**src/rtl/linmem_rw_if.sv**
```systemverilog
// linmem_rw_if: request/response bundle for the linear-memory responder.
//
// Ports (signals):
//   addr         master->slave  AW+1         byte address of window start
//   extra        master->slave  EXTRA        access length - 1 (bytes)
//   lower_bound  master->slave  AW+1         lowest legal byte address
//   upper_bound  master->slave  AW+1         highest legal byte address
//   wr_en        master->slave  1            1 = store, 0 = load
//   wr_data      master->slave  2**EXTRA*8   store data, little-endian
//   data         slave->master  2**EXTRA*8   load data, zero-extended
//   error        slave->master  1            access rejected
//   busy         slave->master  1            store in progress
//   state_dbg    slave->master  1            FSM state (1 = WRITE)
//
// Handshake: there is no valid strobe. Every posedge on which the responder
// is idle (busy low in the previous cycle and not in the cycle busy falls)
// samples the request fields as one access: wr_en=0 is a load answered on
// data/error one cycle later, wr_en=1 is a store. While busy is high the
// request fields are ignored and data/error hold.
interface linmem_rw_if #(
    parameter int AW    = 4,
    parameter int EXTRA = 4
) ();
    localparam int DW = (2 ** EXTRA) * 8;

    logic [AW:0]       addr;
    logic [EXTRA-1:0]  extra;
    logic [AW:0]       lower_bound;
    logic [AW:0]       upper_bound;
    logic              wr_en;
    logic [DW-1:0]     wr_data;
    logic [DW-1:0]     data;
    logic              error;
    logic              busy;
    logic              state_dbg;

    modport master (
        output addr, extra, lower_bound, upper_bound, wr_en, wr_data,
        input  data, error, busy, state_dbg
    );

    modport slave (
        input  addr, extra, lower_bound, upper_bound, wr_en, wr_data,
        output data, error, busy, state_dbg
    );
endinterface

```
**src/rtl/linmem_rw.sv**
```systemverilog
// linmem_rw: read/write responder for the core's linear-memory bus.
// Loads return a window of extra+1 bytes one cycle after the request.
// Stores are range-checked, latched, then committed one byte per cycle.
//
// Ports:
//   clk    in   system clock, all logic on posedge
//   reset  in   synchronous, active-high; memory contents are kept
//   bus    linmem_rw_if.slave (see interface file for signal list)
module linmem_rw #(
    parameter int    AW       = 4,
    parameter int    EXTRA    = 4,
    parameter string INITFILE = ""
) (
    input  logic        clk,
    input  logic        reset,
    linmem_rw_if.slave  bus
);
    localparam int NB    = 2 ** EXTRA;
    localparam int DW    = NB * 8;
    localparam int DEPTH = 2 ** AW;

    typedef enum logic {
        IDLE  = 1'b0,
        WRITE = 1'b1
    } state_t;

    state_t            state;
    logic [7:0]        mem [DEPTH];

    logic [AW-1:0]     st_addr;
    logic [EXTRA-1:0]  st_extra;
    logic [DW-1:0]     st_data;
    logic [EXTRA-1:0]  st_idx;

    logic [AW+1:0]     end_addr;
    logic              viol;
    logic [DW-1:0]     rd_data;
    logic [AW-1:0]     wr_ptr;
    logic [7:0]        wr_byte;

    // One extra bit of headroom so addr+extra cannot wrap before the check.
    assign end_addr = (AW+2)'(bus.addr) + (AW+2)'(bus.extra);
    assign viol     = (bus.addr < bus.lower_bound)
                   || (end_addr > (AW+2)'(bus.upper_bound))
                   || (end_addr >= (AW+2)'(DEPTH));

    always_comb begin
        rd_data = '0;
        for (int i = 0; i < NB; i++) begin
            if (i <= int'(bus.extra)) begin
                rd_data[8*i +: 8] = mem[AW'(bus.addr + (AW+1)'(i))];
            end
        end
    end

    assign wr_ptr  = st_addr + AW'(st_idx);
    assign wr_byte = st_data[{st_idx, 3'b000} +: 8];

    // Reset blocks the byte in flight so an aborted store leaves the
    // remaining bytes untouched.
    always_ff @(posedge clk) begin
        if (!reset && state == WRITE) begin
            mem[wr_ptr] <= wr_byte;
        end
    end

    always_ff @(posedge clk) begin
        if (reset) begin
            state     <= IDLE;
            bus.data  <= '0;
            bus.error <= 1'b0;
            bus.busy  <= 1'b0;
            st_idx    <= '0;
        end else begin
            case (state)
                IDLE: begin
                    if (bus.wr_en) begin
                        if (viol) begin
                            bus.error <= 1'b1;
                        end else begin
                            st_addr   <= bus.addr[AW-1:0];
                            st_extra  <= bus.extra;
                            st_data   <= bus.wr_data;
                            st_idx    <= '0;
                            bus.error <= 1'b0;
                            bus.busy  <= 1'b1;
                            state     <= WRITE;
                        end
                    end else begin
                        bus.error <= viol;
                        bus.data  <= viol ? '0 : rd_data;
                    end
                end
                WRITE: begin
                    // The last byte is written on the edge busy falls; the
                    // request seen on that edge is dropped.
                    if (st_idx == st_extra) begin
                        bus.busy <= 1'b0;
                        state    <= IDLE;
                    end else begin
                        st_idx <= st_idx + EXTRA'(1);
                    end
                end
                default: state <= IDLE;
            endcase
        end
    end

    assign bus.state_dbg = (state == WRITE);
endmodule

```
**src/flat_wrapper.sv**
```systemverilog
// flat-port wrapper written by rule: the top's interface ports become plain ports
module linmem_rw_flat 
#(
    parameter int    AW       = 4,
    parameter int    EXTRA    = 4,
    parameter string INITFILE = ""
)
  (clk, reset, bus_addr, bus_extra, bus_lower_bound, bus_upper_bound, bus_wr_en, bus_wr_data, bus_data, bus_error, bus_busy, bus_state_dbg);
  linmem_rw_if #(.AW(AW), .EXTRA(EXTRA)) bus_i ();
  input  logic clk;
  input  logic reset;
  input wire logic [$bits(bus_i.addr)-1:0] bus_addr;
  input wire logic [$bits(bus_i.extra)-1:0] bus_extra;
  input wire logic [$bits(bus_i.lower_bound)-1:0] bus_lower_bound;
  input wire logic [$bits(bus_i.upper_bound)-1:0] bus_upper_bound;
  input wire logic [$bits(bus_i.wr_en)-1:0] bus_wr_en;
  input wire logic [$bits(bus_i.wr_data)-1:0] bus_wr_data;
  output wire logic [$bits(bus_i.data)-1:0] bus_data;
  output wire logic [$bits(bus_i.error)-1:0] bus_error;
  output wire logic [$bits(bus_i.busy)-1:0] bus_busy;
  output wire logic [$bits(bus_i.state_dbg)-1:0] bus_state_dbg;
  assign bus_i.addr = bus_addr;
  assign bus_i.extra = bus_extra;
  assign bus_i.lower_bound = bus_lower_bound;
  assign bus_i.upper_bound = bus_upper_bound;
  assign bus_i.wr_en = bus_wr_en;
  assign bus_i.wr_data = bus_wr_data;
  assign bus_data = bus_i.data;
  assign bus_error = bus_i.error;
  assign bus_busy = bus_i.busy;
  assign bus_state_dbg = bus_i.state_dbg;
  linmem_rw #(.AW(AW), .EXTRA(EXTRA), .INITFILE(INITFILE)) u_core (.clk(clk), .reset(reset), .bus(bus_i));
endmodule
```
**config.mk**
```make
export PLATFORM = sky130hd
export DESIGN_NAME = linmem_rw_flat
export DESIGN_NICKNAME = d
export VERILOG_FILES = /design/src/rtl/linmem_rw_if.sv /design/src/rtl/linmem_rw.sv /design/src/flat_wrapper.sv
export SDC_FILE = /design/constraint.sdc
export NUM_CORES = 1
export LEC_CHECK = 0
export ABC_AREA = 1
export CAP_MARGIN = 20
export CORE_AREA = 2 2 273 275
export CTS_BUF_LIST = sky130_fd_sc_hd__clkbuf_8
export CTS_CLUSTER_SIZE = 16
export DETAILED_ROUTE_END_ITERATION = 16
export DIE_AREA = 0 0 275 277
export MAX_ROUTING_LAYER = met4
export PLACE_DENSITY = 0.52
export SYNTH_ARGS = -nofsm -noshare
export SYNTH_HDL_FRONTEND = slang
export SYNTH_SLANG_ARGS = --single-unit
```
**constraint.sdc**
```tcl
create_clock -name clk -period 23.9 [get_ports clk]
set_input_delay 3.585 -clock clk [delete_from_list [all_inputs] [get_ports clk]]
set_output_delay 3.585 -clock clk [all_outputs]
set_load 0.01 [all_outputs]
```
==> reports/results.txt, run 1 <==
status: completed
I/O pin total: 281
Rows: 100
CTS resizes: 0
largest area contributor in the netlist: edfxtp_1
Port Buffers: 280
Slew Viols, Final: 0
GPL Wtd Cong: 1.06
slowest CP cell: buf_4
post-synth net total: 2,941
type of the worst setup path: input pin to register
die height: 277 um
Max-slew headroom: 22.1%
cell count of the worst reg-to-reg path: 5
vias after detailed routing: 20,653
clock-pin transition on the worst setup and hold timing paths: 0.06 ns
Unique masters post-synth: 41
final setup TNS: 0 ns
crit path capture type: register
Tmin final: 7.89 ns
Gate power share: 19.6%
clk sinks: 399
Reg2Reg Setup Slack: 20.61 ns
crit path cell chain: clkdlybuf4s50_1 > ha_1 > fa_1 > xor2_1 > ha_1 > nand2_1 > inv_1 > nand2_1 > nand2_1 > nand2_1 > nand2_1 > nand2_1 > nand4_1 > nor2_4 > buf_4 > buf_4
Synth Warn #: 0
Int Power: 1200 uW
RR Startpoint: u_core.bus.state_dbg
delay of the slowest critical-path stage: 0.78 ns
final setup fails: 0
Hold Slack: 0.510 ns
first-pass GRT wire length: 130,000 um
CP required: 24.20 ns
Max Freq: 0.127 GHz
VDD IR max: 33.6 uV
FFs w/ async S/R, synth: 0%
Worst path top cell family by delay: buffers and inverters
Final #Nets: 3,167
initial antenna violation count: 1
syn_area_per_cell: 7.88 um2
Die Area: 76,200 um2
LEAKAGE: 0.00997 uW
PwrDens: 65.7 nW/um2
final worst-path cycle share: 33.0%
sw power: 561 uW
skew final: 0.0506 ns
# hold bufs at CTS: 0
critical path's most frequent cell: nand2_1
remaining antenna violation count after routing: 0
via/cell ratio: 5.15
CP Launch Type: input pin
Critical Path Fanout Max: 75
Initial Util: 29.6%
pin count of the biggest net entering global routing: 102
Post-synth EDFFs: 264
top post-synthesis cells by area: edfxtp_1, nand3_1, dfxtp_1
Total Wirelength: 90,200 um
Clk pwr share: 36.7%
root cell of the clock tree: clkbuf_8
cells after synthesis: 2,764
Die Wd: 275 um
Hold Violations, Final: 0
worst hold endpoint: u_core.bus.error
Worst R2R End: u_core.st_data[59]
Tightest Pin Transition: 1.16 ns
Yosys reg bits: 399
Min-Delay Path Depth: 2
gr usage total: 23.9%
largest buffer count on any clock path: 3
Post-route DRC: 0
share of cells above drive strength 1: 5.63%
HP Start: u_core.bus.error
number of CTS-inserted buffers: 74
post-DP HPWL: 68,000 um
vias in the first global route: 19,380
Syn-to-layout area delta: 23.0%
Post-CTS Setup Bufs: 0
CP arrival: 8.20 ns
drt wl/cell: 22.5 um
Synth Flop Type: edfxtp_1
worst skew pair latency: 0.71 ns
starting DRC count in detailed routing: 2,472
worst path bufs/invs: 4
CTS tree: yes
sequential share of the synthesized area: 48.8%
switching share of power: 31.8%
H-tree levels: 3
area fraction of the dominant cell type after synthesis: 36.4%
Netlist Area Pre-Place: 21,800 um2
DRT Pass-1 Iters: 6
type of the tightest min-delay check: register to register
Core Footprint: 73,600 um2
total of max-cap violations: 0
Flop pwr share: 43.8%
RSZ-0062 raised after global routing: false
grt ovf: 0
tightest hold or removal path: cells and delay by family, from the launching register on:
family / cells / cell delay, ns
AOI/OAI and AO/OA: 1 / 0.07
and+or+nand+nor: 1 / 0.06
DFF: 1 / 0.35
cells in the mapped netlist (3+ instances only):
library cell	count
inv_1	213
a21oi_1	42
xor2_2	4
buf_6	3
a21boi_0	6
nor2_1	532
o21ai_0	69
nand4_1	13
nand3_1	726
nor2_4	4
nand2_1	386
ha_1	25
clkbuf_1	77
o22ai_1	10
dfxtp_1	135
o21a_1	12
buf_2	49
buf_1	29
nand3_2	4
and2_1	7
edfxtp_1	264
buf_4	8
a221oi_1	9
inv_2	7
nor2_2	4
xnor2_1	8
o211ai_1	95
o221ai_1	5
per-stage QoR:
step | total power, uW | setup slack (ns) | instance area [um2] | std cells | utilization [%]
after floorplan | 986 | 12.21 | 21800 | 2764 | -
after global placement | 1130 | 15.33 | 25300 | 3879 | 34.4
after detailed placement | 1120 | 15.26 | 25400 | 3883 | 34.5
after CTS | 1770 | 16.02 | 26800 | 4009 | 36.4
after global routing | 1830 | 15.63 | 26800 | 4010 | 36.4
final | 1760 | 16.01 | 26800 | 4010 | 36.4
power groups by stage:
stage | clock network, uW | registers (uW) | logic, uW
4_1_cts | 661 | 771 | 340
3_5_place_dp | 0 | 785 | 339
6_report | 645 | 770 | 345
2_1_floorplan | 0 | 785 | 201
5_1_grt | 690 | 771 | 371
3_3_place_gp | 0 | 785 | 341
cells in the final DEF, fill, tap and decap left out, types with 2 or more instances in the layout:
master / count
o221a_2: 2
nor2_4: 6
xor2_2: 2
fa_1: 2
xor2_1: 2
ha_1: 25
o21a_1: 12
nand3_2: 4
buf_6: 5
clkdlybuf4s50_1: 275
o22ai_1: 10
a21boi_0: 6
buf_4: 33
nand2_1: 386
o21ai_0: 67
clkinv_8: 3
inv_2: 8
xnor2_1: 8
a221oi_1: 9
inv_12: 3
clkinv_2: 3
o221ai_1: 5
dfxtp_1: 134
nor2_1: 531
o21ai_1: 2
xor2_4: 4
buf_2: 3
edfxtp_1: 264
a21oi_1: 42
inv_1: 232
nand4_1: 13
clkbuf_8: 83
clkinv_1: 14
nand3_1: 726
o211ai_1: 95
nor2_2: 3
and2_1: 7
worst max path at each step:
stage | start | end | slack [ns] | depth (start not counted)
2_1_floorplan | bus_extra[0] | u_core.st_addr[0] | 12.21 | 13
3_3_place_gp | bus_extra[0] | u_core.st_data[105] | 15.33 | 16
3_5_place_dp | bus_extra[0] | u_core.st_data[70] | 15.26 | 14
4_1_cts | bus_extra[0] | u_core.st_data[46] | 16.02 | 16
5_1_grt | bus_extra[2] | u_core.st_data[38] | 15.63 | 16
6_report | bus_extra[0] | u_core.st_data[59] | 16.01 | 16
flip-flops by register name (all words and copies together), names as in the netlist:
signal,cells
u_core.st_idx,4
u_core.mem,128
u_core.st_extra,4
u_core.bus.data,128
u_core.st_addr,4
u_core.bus.state_dbg,1
u_core.bus.error,1
u_core.bus.busy,1
u_core.st_data,128
metal layers:
| metal | share of wire [%] | vias up | routed length (um) | GRT usage [%] |
|---|---|---|---|---|
| met5 | 0 | - | 0 | - |
| met4 | 5.0 | 0 | 4520 | 11.1 |
| met3 | 7.5 | 189 | 6730 | 4.64 |
| met2 | 46 | 909 | 41100 | 36.5 |
| met1 | 42 | 9675 | 37800 | 30.2 |
| li1 | - | 9880 | - | - |
cell families (layout without fill, tap and decap cells):
kind of cell             Yosys count  after routing  synth area share [%]
XOR/XNOR                          17             17                  1.03
AO/OA/AOI/OAI                    255            255                  7.64
buffers and inverters            388            664                  7.21
flip-flops                       399            399                  48.8
adder cells (fa/ha/maj)           27             27                  1.62
AND/OR/NAND/NOR                 1678           1678                  33.7
other                              0              1                     0
cell type report:
class / count / area, um2
clock inverters: 43 / 274
diodes: 1 / 2.50
flip-flops and latches: 399 / 10600
inverters: 222 / 833
clock buffers: 83 / 1140
multi-input cells: 1977 / 9610
well taps: 969 / 1210
repair buffers: 316 / 3070
fillers: 7775 / 46800
Note: power is estimated with default switching activity, not from simulation.
==> run 2, diff against run 1 <==
- PLACE_DENSITY: 0.52 -> 0.54
- clock period: 23.9 -> 6.35 ns (I/O delays scaled with it)
==> run 2 against run 1 <==
Against the previous run:
- total power grew to 3.8 times the previous value
- critical path depth stayed put
- final cell count is 0.37% higher
- first-iteration DRC count is 9.5% lower
- die area stayed put
- via count is 0.28% lower
- clock-buffer cell count is 6 lower
- largest cell class unchanged
- clock power grew to 3.8 times the previous value
- flip-flop and latch count stayed put
- combinational power grew to 3.8 times the previous value
- sequential power grew to 3.8 times the previous value
==> reports/results.txt, run 2 (same netlist as run 1, synthesis figures left out) <==
Tmin final: 4.35 ns
first-pass GRT wire length: 129,000 um (-0.57%)
die height: 277 um (unchanged)
most common cell after layout, fill and taps aside: nand3_1
dpl cells: 3,893 (+0.26%)
remaining antenna violation count after routing: 0 (unchanged)
Worst path top cell family by delay: simple AND/OR/NAND/NOR gates
biggest regs: u_core.bus.data x128, u_core.mem x128, u_core.st_data x128
crit path cell chain: clkdlybuf4s50_1 > buf_4 > ha_1 > fa_1 > xor2_1 > ha_1 > nand2_1 > inv_1 > nand2_1 > nand2_1 > nand2_1 > nand2_1 > nand2_1 > nand4_1 > nor2_4 > buf_4
type of the worst setup path: input pin to register
GPL Wtd Cong: 1.07 (+1.4%)
crit path capture type: register
clock-pin transition on the worst setup and hold timing paths: 0.06 ns (about the same)
Tightest Pin Transition: 1.24 ns (+0.0844 ns)
LEAKAGE: 0.0101 uW (+1.1%)
DRT Pass-1 Iters: 6 (unchanged)
Rows: 100 (unchanged)
Die Area: 76,200 um2 (unchanged)
Max-slew headroom: 16.3% (-5.8 points)
clk sinks: 399 (unchanged)
PwrDens: 247 nW/um2 (+280%)
Syn-to-layout area delta: 23.7%
VDD IR max: 123 uV (+270%)
diode count: 0 (-1)
I/O pin total: 281 (unchanged)
delay of the slowest critical-path stage: 0.68 ns (-0.10 ns)
final setup TNS: 0 ns (unchanged)
total of max-cap violations: 0 (unchanged)
worst skew pair latency: 0.69 ns (-0.02 ns)
RR Startpoint: u_core.st_idx[2]
Gate power share: 19.6% (about the same)
placed instance area: 25,500 um2 (+0.44%)
most frequent cells in the layout: nand3_1, nor2_1, nand2_1
CP Launch Type: input pin
initial antenna violation count: 0 (-1)
Total Wirelength: 89,100 um (-1.2%)
worst hold endpoint: u_core.bus.error
share of cells above drive strength 1: 5.99% (+0.36 points)
root cell of the clock tree: clkbuf_8
RSZ-0062 raised after global routing: false
Min-Delay Path Depth: 2 (unchanged)
cell count of the worst reg-to-reg path: 6 (+1)
post-DP HPWL: 67,500 um (-0.82%)
# hold bufs at CTS: 0 (unchanged)
vias after detailed routing: 20,596 (-0.28%)
pin count of the biggest net entering global routing: 190 (+86%)
Final Non-Filler Cells: 4,025 (+0.37%)
switching share of power: 31.3% (-0.58 points)
Hold Violations, Final: 0 (unchanged)
Core Footprint: 73,600 um2 (unchanged)
HP Start: u_core.bus.error
final setup fails: 0 (unchanged)
Port Buffers: 280 (unchanged)
design area: 26,900 um2 (+0.59%)
H-tree levels: 3 (unchanged)
gr usage total: 23.8% (-0.092 points)
worst path bufs/invs: 4 (unchanged)
CP arrival: 4.69 ns (-3.51 ns)
skew final: 0.0405 ns (-0.0101 ns)
CTS resizes: 0 (unchanged)
slowest CP cell: nor2_4
Final #Nets: 3,177 (+0.32%)
status: completed
critical path's most frequent cell: nand2_1
Int Power: 4580 uW (+280%)
Critical Path Fanout Max: 21 (-72%)
type of the tightest min-delay check: register to register
Initial Util: 29.6% (unchanged)
Reg2Reg Setup Slack: 3.17 ns (-17.44 ns)
final worst-path cycle share: 68.5%
drt wl/cell: 22.1 um (-1.6%)
Max Freq: 0.230 GHz
sw power: 2080 uW (+270%)
via/cell ratio: 5.12 (-0.65%)
Post-route DRC: 0 (unchanged)
Worst R2R End: u_core.mem[2][3]
Flop pwr share: 43.5% (-0.3 points)
grt ovf: 0 (unchanged)
vias in the first global route: 19,188 (-0.99%)
starting DRC count in detailed routing: 2,236 (-9.5%)
largest buffer count on any clock path: 3 (unchanged)
Hold Slack: 0.512 ns (+0.00168 ns)
Post-CTS Setup Bufs: 0 (unchanged)
Slew Viols, Final: 0 (unchanged)
CTS tree: yes
Die Wd: 275 um (unchanged)
number of CTS-inserted buffers: 72 (-2.7%)
Clk pwr share: 36.9% (+0.2 points)
CP required: 6.69 ns (-17.51 ns)
[run 2: tightest hold or removal path: stages (launching register included)]
cell and delay [ns]:
dfxtp_1 0.33, nand2_1 0.06, o21ai_0 0.07
[run 2: layout make-up]
cell class / count / area (um2)
Clock buffer: 77 / 1060
Tap cell: 969 / 1210
Timing Repair Buffer: 328 / 3210
Inverter: 222 / 835
Sequential cell: 399 / 10600
Clock inverter: 53 / 385
Multi-Input combinational cell: 1977 / 9600
Fill cell: 7706 / 46600
[run 2: power by group through the flow]
stage	sequential, uW	combinational, uW	clock [uW]
floorplan	2950	756	0
global placement	2960	1290	0
detailed placement	2960	1280	0
CTS	2900	1290	2520
global route	2910	1410	2640
finish	2900	1300	2460
[run 2: through the flow]
stage	worst slack (ns)	total power, uW	utilization, %
5_1_grt	1.68	6960	36.6
6_report	2.00	6660	36.6
4_1_cts	2.08	6710	36.6
3_5_place_dp	1.35	4240	34.6
2_1_floorplan	1.12	3710	-
3_3_place_gp	1.38	4240	34.6
[run 2: per-layer routing]
layer  global-route usage (%)  part of all wire, %
met1                     30.2                   42
met2                     36.3                   46
met3                     4.51                  6.9
met4                     11.1                  5.4
met5                        -                    0
[run 2: worst max-delay path by stage]
| stage | slack (ns) | depth (start not counted) | end | from |
|---|---|---|---|---|
| 2_1_floorplan | 1.12 | 13 | u_core.st_addr[0] | bus_extra[0] |
| 3_3_place_gp | 1.38 | 16 | u_core.st_data[34] | bus_extra[0] |
| 3_5_place_dp | 1.35 | 18 | u_core.st_data[34] | bus_extra[2] |
| 4_1_cts | 2.08 | 15 | u_core.st_data[34] | bus_extra[0] |
| 5_1_grt | 1.68 | 15 | u_core.st_data[34] | bus_extra[0] |
| 6_report | 2.00 | 16 | u_core.st_data[100] | bus_extra[0] |
==> run 3, diff against run 2 <==
- PLACE_DENSITY: 0.54 -> 0.52
- clock period: 6.35 -> 4.4 ns (I/O delays scaled with it)
==> run 3 against run 2 <==
Against the previous run:
- total power increased by 44%
- sequential share of layout area decreased by 0.45 points
- core utilization increased by 0.43 points
- final cell count increased by 0.92%
- wire length decreased by 0.75%
- register-to-register slack got worse by 1.7 ns
- clock-buffer cell count increased by 7
- first-iteration DRC count increased by 2.8%
- critical path depth decreased by 1
- combinational power increased by 48%
- via count increased by 1.1%
- setup slack got worse by 1.0 ns
==> reports/results.txt, run 3 (same netlist as run 1, synthesis figures left out) <==
status: completed
Post-CTS Setup Bufs: 0 (unchanged)
Total Wirelength: 88,400 um (-0.75%)
Tightest Pin Transition: 1.14 ns (-0.0984 ns)
worst skew pair latency: 0.69 ns (about the same)
grt ovf: 0 (unchanged)
first-pass GRT wire length: 129,000 um (-0.32%)
vias after detailed routing: 20,813 (+1.1%)
RSZ-0062 raised after global routing: false
die height: 277 um (unchanged)
LEAKAGE: 0.0102 uW (+1.4%)
Critical Path Fanout Max: 34 (+62%)
via/cell ratio: 5.12 (+0.13%)
cell count of the worst reg-to-reg path: 6 (unchanged)
CTS resizes: 0 (unchanged)
root cell of the clock tree: clkbuf_8
CP arrival: 3.79 ns (-0.90 ns)
vias in the first global route: 19,483 (+1.5%)
clock-pin transition on the worst setup and hold timing paths: 0.07 ns (about the same)
I/O pin total: 281 (unchanged)
drt wl/cell: 21.8 um (-1.7%)
placed instance area: 25,800 um2 (+1.4%)
PwrDens: 352 nW/um2 (+42%)
remaining antenna violation count after routing: 0 (unchanged)
Die Area: 76,200 um2 (unchanged)
Hold Violations, Final: 0 (unchanged)
DRT Pass-1 Iters: 6 (unchanged)
power consumption: 9580 uW (+44%)
Max-slew headroom: 23.7% (+7.4 points)
biggest regs: u_core.bus.data x128, u_core.mem x128, u_core.st_data x128
post-DP HPWL: 67,000 um (-0.72%)
final worst-path cycle share: 78.2%
Slew Viols, Final: 0 (unchanged)
most common cell after layout, fill and taps aside: nand3_1
share of cells above drive strength 1: 7.34% (+1.4 points)
Final #Nets: 3,216 (+1.2%)
Die Wd: 275 um (unchanged)
pin count of the biggest net entering global routing: 145 (-24%)
skew final: 0.0419 ns (+0.00135 ns)
largest buffer count on any clock path: 3 (unchanged)
starting DRC count in detailed routing: 2,298 (+2.8%)
clk sinks: 399 (unchanged)
GPL Wtd Cong: 1.03 (-4.2%)
# hold bufs at CTS: 0 (unchanged)
CTS tree: yes
gr usage total: 23.5% (-0.28 points)
CP Launch Type: input pin
Rows: 100 (unchanged)
Min-Delay Path Depth: 2 (unchanged)
CP required: 4.75 ns (-1.94 ns)
design area: 27,300 um2 (+1.2%)
crit path capture type: register
type of the tightest min-delay check: input pin to register
H-tree levels: 3 (unchanged)
most frequent cells in the layout: nand3_1, nor2_1, nand2_1
Post-route DRC: 0 (unchanged)
number of CTS-inserted buffers: 77 (+6.9%)
Syn-to-layout area delta: 25.1%
Max Freq: 0.291 GHz
VDD IR max: 172 uV (+39%)
Tmin final: 3.44 ns
initial antenna violation count: 1 (+1)
Core Footprint: 73,600 um2 (unchanged)
type of the worst setup path: input pin to register
Initial Util: 29.6% (unchanged)
Port Buffers: 280 (unchanged)
Hold Slack: 0.423 ns (-0.0894 ns)
total of max-cap violations: 0 (unchanged)
final setup fails: 0 (unchanged)
run 3: changes by cell type in the layout (fill, tap and decap cells not counted), moves of 2 or more:
cell	delta
nand2_2	+2
clkinv_1	+5
inv_12	+2
buf_4	+31
bufinv_16	-4
buf_12	+4
nand2_1	-2
inv_1	-7
ha_1	-2
clkbuf_8	+7
ha_4	+2
run 3: per-stage QoR:
step / setup TNS, ns / instances / setup slack, ns / utilization (%)
floorplan: -59.25 / 2764 / -0.434 / -
global placement: 0 / 3929 / 0.254 / 35.1
detailed placement: 0 / 3929 / 0.309 / 35.1
CTS: 0 / 4061 / 0.986 / 37.0
global route: 0 / 4062 / 0.777 / 37.0
finish: 0 / 4062 / 0.961 / 37.0
run 3: layout make-up:
type	count	area [um2]
fill	7727	46300
clock inverter	48	267
tap	969	1210
inverter	222	833
antenna	1	2.50
timing repair buffer	362	3520
sequential	399	10600
multi-input combinational	1977	9630
clock buffer	84	1160
run 3: worst max-delay path, stage by stage:
cell	delay, ns
clkdlybuf4s50_1	0.59
ha_4	0.26
fa_2	0.37
xor2_1	0.15
ha_1	0.29
nand2_1	0.06
inv_1	0.05
nand2_1	0.05
nand2_1	0.04
nand2_1	0.05
nand2_1	0.06
nand2_2	0.17
nand4_1	0.20
nor2_4	0.48
buf_12	0.27
run 3: worst paths after layout:
| kind | startpoint | to | slack, ns |
|---|---|---|---|
| setup reg to reg | u_core.st_idx[1] | u_core.mem[14][0] | 1.50 |
| hold reg to reg | u_core.bus.error | u_core.bus.error | 0.51 |
| setup / recovery | bus_extra[0] | u_core.st_data[26] | 0.96 |
| hold / removal | reset | u_core.bus.data[101] | 0.42 |
run 3: per-layer routing:
| metal | global-route usage [%] | vias up | part of all wire (%) |
|---|---|---|---|
| li1 | - | 9976 | - |
| met3 | 4.21 | 176 | 7.3 |
| met1 | 30.4 | 9756 | 43 |
| met2 | 35.5 | 905 | 45 |
| met5 | - | - | 0 |
| met4 | 10.9 | 0 | 5.2 |
run 3: power breakdown:
part / internal, uW / switching (uW)
sequential: 4150 / 38.6
clock: 1780 / 1690
combinational: 604 / 1320
total: 6530 / 3050
